===== src/rtl/rpxx_pkg.sv =====
// Shared definitions for the RPxx drive command sequencer: state codes,
// CS1 function codes, register field extractors and function-class predicates.
package rpxx_pkg;

  // Drive sequencer state codes, also consumed by the error register.
  typedef enum logic [4:0] {
    ST_IDLE    = 5'd0,
    ST_CLEAR   = 5'd1,
    ST_INVADDR = 5'd2,
    ST_ILLFUN  = 5'd3,
    ST_WRLOCK  = 5'd4,
    ST_SEEKDLY = 5'd5,
    ST_DATA    = 5'd6,
    ST_NEXT    = 5'd7,
    ST_DONE    = 5'd8
  } state_t;

  // CS1 function codes (octal, as written in the drive documentation).
  localparam logic [4:0] FUN_NOP     = 5'o00;
  localparam logic [4:0] FUN_UNLOAD  = 5'o01;
  localparam logic [4:0] FUN_SEEK    = 5'o02;
  localparam logic [4:0] FUN_RECAL   = 5'o03;
  localparam logic [4:0] FUN_DRVCLR  = 5'o04;
  localparam logic [4:0] FUN_RELEASE = 5'o05;
  localparam logic [4:0] FUN_OFFSET  = 5'o06;
  localparam logic [4:0] FUN_CENTER  = 5'o07;
  localparam logic [4:0] FUN_PRESET  = 5'o10;
  localparam logic [4:0] FUN_PAKACK  = 5'o11;
  localparam logic [4:0] FUN_SEARCH  = 5'o14;
  localparam logic [4:0] FUN_WRCHK   = 5'o24;
  localparam logic [4:0] FUN_WRCHKH  = 5'o25;
  localparam logic [4:0] FUN_WRITE   = 5'o30;
  localparam logic [4:0] FUN_WRHDR   = 5'o31;
  localparam logic [4:0] FUN_READ    = 5'o34;
  localparam logic [4:0] FUN_RDHDR   = 5'o35;

  // Field extractors for CS1, DA and DC.
  function automatic logic [4:0] cs1_fun(input logic [5:0] cs1_lo);
    return cs1_lo[5:1];
  endfunction

  function automatic logic cs1_go(input logic [5:0] cs1_lo);
    return cs1_lo[0];
  endfunction

  function automatic logic [5:0] da_sa(input logic [15:0] da);
    return da[5:0];
  endfunction

  function automatic logic [5:0] da_ta(input logic [15:0] da);
    return da[13:8];
  endfunction

  function automatic logic [9:0] dc_dca(input logic [15:0] dc);
    return dc[9:0];
  endfunction

  // Functions that move sectors through the data path.
  function automatic logic isDATAFUN(input logic [4:0] fun);
    return (fun == FUN_WRCHK) || (fun == FUN_WRCHKH) || (fun == FUN_WRITE) ||
           (fun == FUN_WRHDR) || (fun == FUN_READ)   || (fun == FUN_RDHDR);
  endfunction

  // Functions that modify the media and therefore honour write lock.
  function automatic logic isWRITEFUN(input logic [4:0] fun);
    return (fun == FUN_WRITE) || (fun == FUN_WRHDR);
  endfunction

  function automatic logic isLEGALFUN(input logic [4:0] fun);
    return isDATAFUN(fun) || (fun <= FUN_PAKACK) || (fun == FUN_SEARCH);
  endfunction

  // Functions whose disk address must lie inside the pack geometry.
  function automatic logic isADDRFUN(input logic [4:0] fun);
    return isDATAFUN(fun) || (fun == FUN_SEEK) || (fun == FUN_SEARCH);
  endfunction

  // Functions that spend time positioning the heads.
  function automatic logic isSEEKFUN(input logic [4:0] fun);
    return isADDRFUN(fun) || (fun == FUN_RECAL);
  endfunction

endpackage


===== src/rtl/rpxx_addrchk.sv =====
// Disk address comparators: in-range check for command decode and
// last-sector detection for the end-of-pack check between sectors.
module rpxx_addrchk (
  input  logic [5:0] sa,
  input  logic [5:0] ta,
  input  logic [9:0] dca,
  input  logic [5:0] last_sector,
  input  logic [5:0] last_track,
  input  logic [9:0] last_cyl,
  output logic       in_range,
  output logic       at_last
);

  // Pure comparators; both results are consumed in the same cycle.
  always_comb begin
    in_range = (sa <= last_sector) && (ta <= last_track) && (dca <= last_cyl);
    at_last  = (sa == last_sector) && (ta == last_track) && (dca == last_cyl);
  end

endmodule


===== src/rtl/rpxx_ctrl.sv =====
// Per-drive RPxx command sequencer: accepts CS1 GO writes, validates the
// command, times the seek, handshakes sectors with the data path and
// produces the attention pulse at command completion.
module rpxx_ctrl
  import rpxx_pkg::*;
#(
  parameter int SEEK_DLY = 100,
  parameter int DLY_W    = 10
) (
  input  logic        clk,
  input  logic        rst,
  input  logic        clr,
  input  logic [35:0] rpDATAI,
  input  logic        rpcs1WRITE,
  input  logic [15:0] rpDA,
  input  logic [15:0] rpDC,
  input  logic [5:0]  lastSECTOR,
  input  logic [5:0]  lastTRACK,
  input  logic [9:0]  lastCYL,
  input  logic        rpWRL,
  input  logic        xfrACK,
  input  logic        wcZERO,
  output logic [4:0]  state,
  output logic        incSECTOR,
  output logic        xfrREQ,
  output logic        xfrWRITE,
  output logic        rpDRY,
  output logic        rpATA
);

  localparam logic [DLY_W-1:0] DLY_LOAD = DLY_W'(SEEK_DLY - 1);

  state_t           state_q, state_d;
  logic [4:0]       fun_q, fun_d;
  logic [DLY_W-1:0] cnt_q, cnt_d;
  logic             incsec_q, xfrreq_q, xfrwrite_q, drdy_q, ata_q;

  logic [4:0] fun_in;
  logic       go_in;
  logic       in_range;
  logic       at_last;
  logic       unused_bits;

  assign fun_in      = cs1_fun(rpDATAI[5:0]);
  assign go_in       = cs1_go(rpDATAI[5:0]);
  assign unused_bits = ^{rpDATAI[35:6], rpDA[15:14], rpDA[7:6], rpDC[15:10]};

  rpxx_addrchk u_addrchk (
    .sa          (da_sa(rpDA)),
    .ta          (da_ta(rpDA)),
    .dca         (dc_dca(rpDC)),
    .last_sector (lastSECTOR),
    .last_track  (lastTRACK),
    .last_cyl    (lastCYL),
    .in_range    (in_range),
    .at_last     (at_last)
  );

  // Next-state decode: command acceptance, validation and sector sequencing.
  always_comb begin
    state_d = state_q;
    fun_d   = fun_q;
    cnt_d   = cnt_q;
    if (clr) begin
      state_d = ST_IDLE;
      cnt_d   = '0;
    end else begin
      case (state_q)
        ST_IDLE: begin
          if (rpcs1WRITE && go_in) begin
            fun_d = fun_in;
            if (!isLEGALFUN(fun_in))                  state_d = ST_ILLFUN;
            else if (fun_in == FUN_DRVCLR)            state_d = ST_CLEAR;
            else if (isADDRFUN(fun_in) && !in_range)  state_d = ST_INVADDR;
            else if (isWRITEFUN(fun_in) && rpWRL)     state_d = ST_WRLOCK;
            else if (isSEEKFUN(fun_in)) begin
              state_d = ST_SEEKDLY;
              cnt_d   = DLY_LOAD;
            end else                                  state_d = ST_DONE;
          end
        end
        ST_CLEAR, ST_INVADDR, ST_ILLFUN, ST_WRLOCK: state_d = ST_DONE;
        ST_SEEKDLY: begin
          if (cnt_q == '0) state_d = isDATAFUN(fun_q) ? ST_DATA : ST_DONE;
          else             cnt_d   = cnt_q - 1'b1;
        end
        ST_DATA: begin
          if (xfrACK) state_d = wcZERO ? ST_DONE : ST_NEXT;
        end
        // rpDA still holds the sector just transferred during NEXT.
        ST_NEXT: state_d = at_last ? ST_DONE : ST_DATA;
        ST_DONE: state_d = ST_IDLE;
        default: state_d = ST_IDLE;
      endcase
    end
  end

  // State register with outputs registered from the next state, so every
  // output lines up with the state it belongs to. Attention is suppressed
  // only for DONE reached straight from a completed DATA transfer.
  always_ff @(posedge clk) begin
    if (rst) begin
      state_q    <= ST_IDLE;
      fun_q      <= FUN_NOP;
      cnt_q      <= '0;
      incsec_q   <= 1'b0;
      xfrreq_q   <= 1'b0;
      xfrwrite_q <= 1'b0;
      drdy_q     <= 1'b1;
      ata_q      <= 1'b0;
    end else begin
      state_q    <= state_d;
      fun_q      <= fun_d;
      cnt_q      <= cnt_d;
      incsec_q   <= (state_d == ST_NEXT);
      xfrreq_q   <= (state_d == ST_DATA);
      xfrwrite_q <= (state_d == ST_DATA) && isWRITEFUN(fun_d);
      drdy_q     <= (state_d == ST_IDLE);
      ata_q      <= (state_d == ST_DONE) && (state_q != ST_DATA);
    end
  end

  assign state     = state_q;
  assign incSECTOR = incsec_q;
  assign xfrREQ    = xfrreq_q;
  assign xfrWRITE  = xfrwrite_q;
  assign rpDRY     = drdy_q;
  assign rpATA     = ata_q;

endmodule


===== config.mk =====
export PLATFORM = sky130hd
export DESIGN_NAME = rpxx_ctrl
export DESIGN_NICKNAME = d
export VERILOG_FILES = /design/src/rtl/rpxx_pkg.sv /design/src/rtl/rpxx_addrchk.sv /design/src/rtl/rpxx_ctrl.sv
export SDC_FILE = /design/constraint.sdc
export NUM_CORES = 1
export LEC_CHECK = 0
export CORE_ASPECT_RATIO = 1.5
export CORE_MARGIN = 1.5
export CORE_UTILIZATION = 43
export DETAILED_ROUTE_END_ITERATION = 12
export PLACE_DENSITY_LB_ADDON = 0.1
export SYNTH_ARGS = -nofsm -noshare
export SYNTH_HDL_FRONTEND = slang
export SYNTH_SLANG_ARGS = --single-unit

===== constraint.sdc =====
create_clock -name clk -period 7.4 [get_ports clk]
set_input_delay 1.11 -clock clk [delete_from_list [all_inputs] [get_ports clk]]
set_output_delay 1.11 -clock clk [all_outputs]
set_load 0.005 [all_outputs]

==> impl_metrics.yaml <==
status:
  status: "finished clean"
layout:
  area_delta_synth_final_pct: 38.8
  finalNonFillerCells: 364
  fin_nets: 437
  antenna_cells: 0
  final.fill_count: 440
  layout-drive-gt1-share_pct: 5.38
  utilization_pct: 61.6
clock_network:
  clock-sinks: 24
  ctsResizeCount: 0
  clock_latency_ns: 0.27
  cts_buffer_depth: 2
  cts_tree: "done"
  cts_made_buffers: 3
  cts_hold_buf: 0
  postCtsSetupBuffers: 0
  h-tree-depth: 1
  clock-root-buffer: "clkbuf_8"
  clkTransAtPathRegs_ns: 0.09
synthesis:
  synth_nets: 370
  yosys_warnings: 0
  ys_top_cells_by_count: "inv_1, nor2_1, dfxtp_1"
  synth_cell_type_count: 55
  synth_seq_area_share_pct: 24.2
  synth_top_area_share_pct: 24.2
  synth.area.top_cells: "dfxtp_1, ha_1, inv_1"
  ys_async_sr_fraction_pct: 0
  synthCells: 250
  synth-edff-count: 0
  avgSynthCellArea_um2: 7.93
  yosysTopAreaCell: "dfxtp_1"
  synthMostInstantiatedCell: "inv_1"
  ys_ff_latch: 24
  synth_flop_cell: "dfxtp_1"
  syn_area_mm2: 0.00198
critical_path:
  reg2regPathDepth: 8
  crit_path_frequent_cell: "a21o_1"
  crit_buf_inv: 2
  critPathKind: "primary input to register"
  cp.depth: 9
  slowest_delay_ns: 0.56
  critPathLaunchType: "primary input"
  critPathRequiredTime_ns: 7.54
  path_max_fanout: 6
  cp-end-kind: "register"
  crit_path_cell_trace: "clkdlybuf4s50_1 -> inv_1 -> ha_1 -> a21o_1 -> a21o_1 -> a2111oi_1 -> o221ai_1 -> a211oi_2 -> nor3_1"
  cp_top_family: "compound AO/OA/AOI/OAI gates"
  crit_arrival_ns: 3.87
  slowest_stage: "a2111oi_1"
route:
  detail-route-antenna-nets: 0
  via_per_inst: 5.55
  drc: 0
  drt_wl_total_mm: 4.90
  num_vias: 2021
  wl_per_cell_um: 13.5
  drt_iter0_markers: 38
  first_pass_iters: 4
sta:
  final.min_clock_period_ns: 3.72
  rsz0062_at_grt: "no"
  hold_viol: 0
  finalCritPeriodShare_pct: 50.3
  skew_ns: 0.00229
  finalSetupViolCount: 0
  final_max_slew_viol_count: 0
  slew_headroom_pct: 56.7
  worst_pin_slew_ns: 0.650
  setup_tns_ns: 0
  max_freq_mhz: 269
global_route:
  antenna_found_initial: 0
  grt_overflow: 0
  grt_pass1_vias: 2011
  grt_max_degree: 15
  grt_pass1_wl_mm: 8.18
  gr-usage-all-layers_pct: 20.3
die:
  pin_count: 107
  initial_utilization_pct: 44.4
  dieArea_mm2: 0.00504
  dieWidth_um: 58.5
  core_mm2: 0.00447
  rows: 30
  die_h_um: 86.2
place:
  numPortBuffers: 66
  hpwl_mm: 4.13
  gp_congestion: 0.845
  dp.cells: 360
flow_run:
  maxCapViolCount: 0
pwr:
  total_power_mw: 0.331
  power.leakage_nw: 1.14
  ir_drop_mv: 0.119
  p_per_area_mw_per_mm2: 120
worst_hold_path:
  min_path_type: "register to register"
  holdPathStages: 2
-- tightest hold or removal path, stage by stage (launching register included) --
cell     delay, ns
dfxtp_1       0.35
a21oi_1       0.06
nor2_1        0.07
-- sequential cells by signal, indices dropped and copies added, names as in the netlist --
| register | count |
|---|---|
| xfrWRITE | 1 |
| rpATA | 1 |
| incSECTOR | 1 |
| rpDRY | 1 |
| fun_q | 4 |
| state | 5 |
| xfrREQ | 1 |
| cnt_q | 10 |
-- layer usage --
| metal | GRT usage (%) | part of all wire, % | vias up |
|---|---|---|---|
| met1 | 20.3 | 40 | 929 |
| li1 | - | - | 1041 |
| met2 | 41.6 | 54 | 47 |
| met3 | 2.39 | 5.1 | 4 |
| met5 | 0 | 0 | - |
| met4 | 5.71 | 0.94 | 0 |
-- metrics by stage --
| step | area (um^2) | hold WS [ns] | setup slack, ns |
|---|---|---|---|
| after detailed placement | 2680 | 0.500 | 3.41 |
| after floorplan | 1980 | 0.461 | 4.27 |
| after global routing | 2750 | 0.588 | 3.49 |
| final | 2750 | 0.514 | 3.68 |
| after CTS | 2750 | 0.523 | 3.70 |
| after global placement | 2680 | 0.490 | 3.45 |
-- logic make-up after synthesis --
kind of cell | after synthesis | share of synthesized area (%)
AOI/OAI and AO/OA | 52 | 19.2
xor gates and xnor gates | 9 | 3.97
adders and majority gates | 23 | 14.5
buffers and inverters | 33 | 6.62
DFF | 24 | 24.2
muxes | 3 | 1.51
other | 1 | 0.189
and+or+nand+nor | 105 | 29.8
-- layout make-up --
cell class              count  area, um^2  area share (%)
clock inverters             1        30.0            1.09
flip-flops and latches     24         480            17.5
repair buffers             66         661            24.0
well taps                  48        60.1            2.18
inverters                  29         109            3.95
clock buffers               3        41.3            1.50
multi-input cells         193        1370            49.8
-- cell usage in the layout (no fill, tap or decap), types with 2 or more instances in the layout --
cell             instances
clkdlybuf4s50_1         66
inv_1                   29
nor2_1                  28
dfxtp_1                 24
ha_1                    23
a21oi_1                 16
nand2_1                 15
nor3_1                  12
xor2_1                   8
nand2b_1                 8
nor4_1                   5
nand4_1                  5
a21o_1                   5
a211oi_1                 5
o21ai_0                  4
nand3_1                  3
nand4b_1                 3
or2_2                    3
or3_1                    3
or4_1                    3
mux2i_1                  3
clkbuf_8                 3
nor4b_1                  2
o32ai_1                  2
or4b_1                   2
o211ai_1                 2
a211oi_2                 2
and3_1                   2
o21a_1                   2
nor2b_1                  2
a31oi_1                  2
-- path summary, 6_finish.rpt --
kind | slack, ns | end | from
hold reg to reg | 0.51 | fun_q[4] | fun_q[4]
setup / recovery | 3.68 | cnt_q[2] | lastCYL[3]
setup reg to reg | 5.00 | xfrWRITE | cnt_q[0]
hold / removal | 0.51 | fun_q[4] | fun_q[4]
-- where the power goes --
group / switching, mW / leakage (nW) / internal (mW)
registers: 0.00119 / 0.194 / 0.130
clock network: 0.0427 / 0.0357 / 0.0723
logic: 0.0365 / 0.915 / 0.0477
Note: power is estimated with default switching activity, not from simulation.
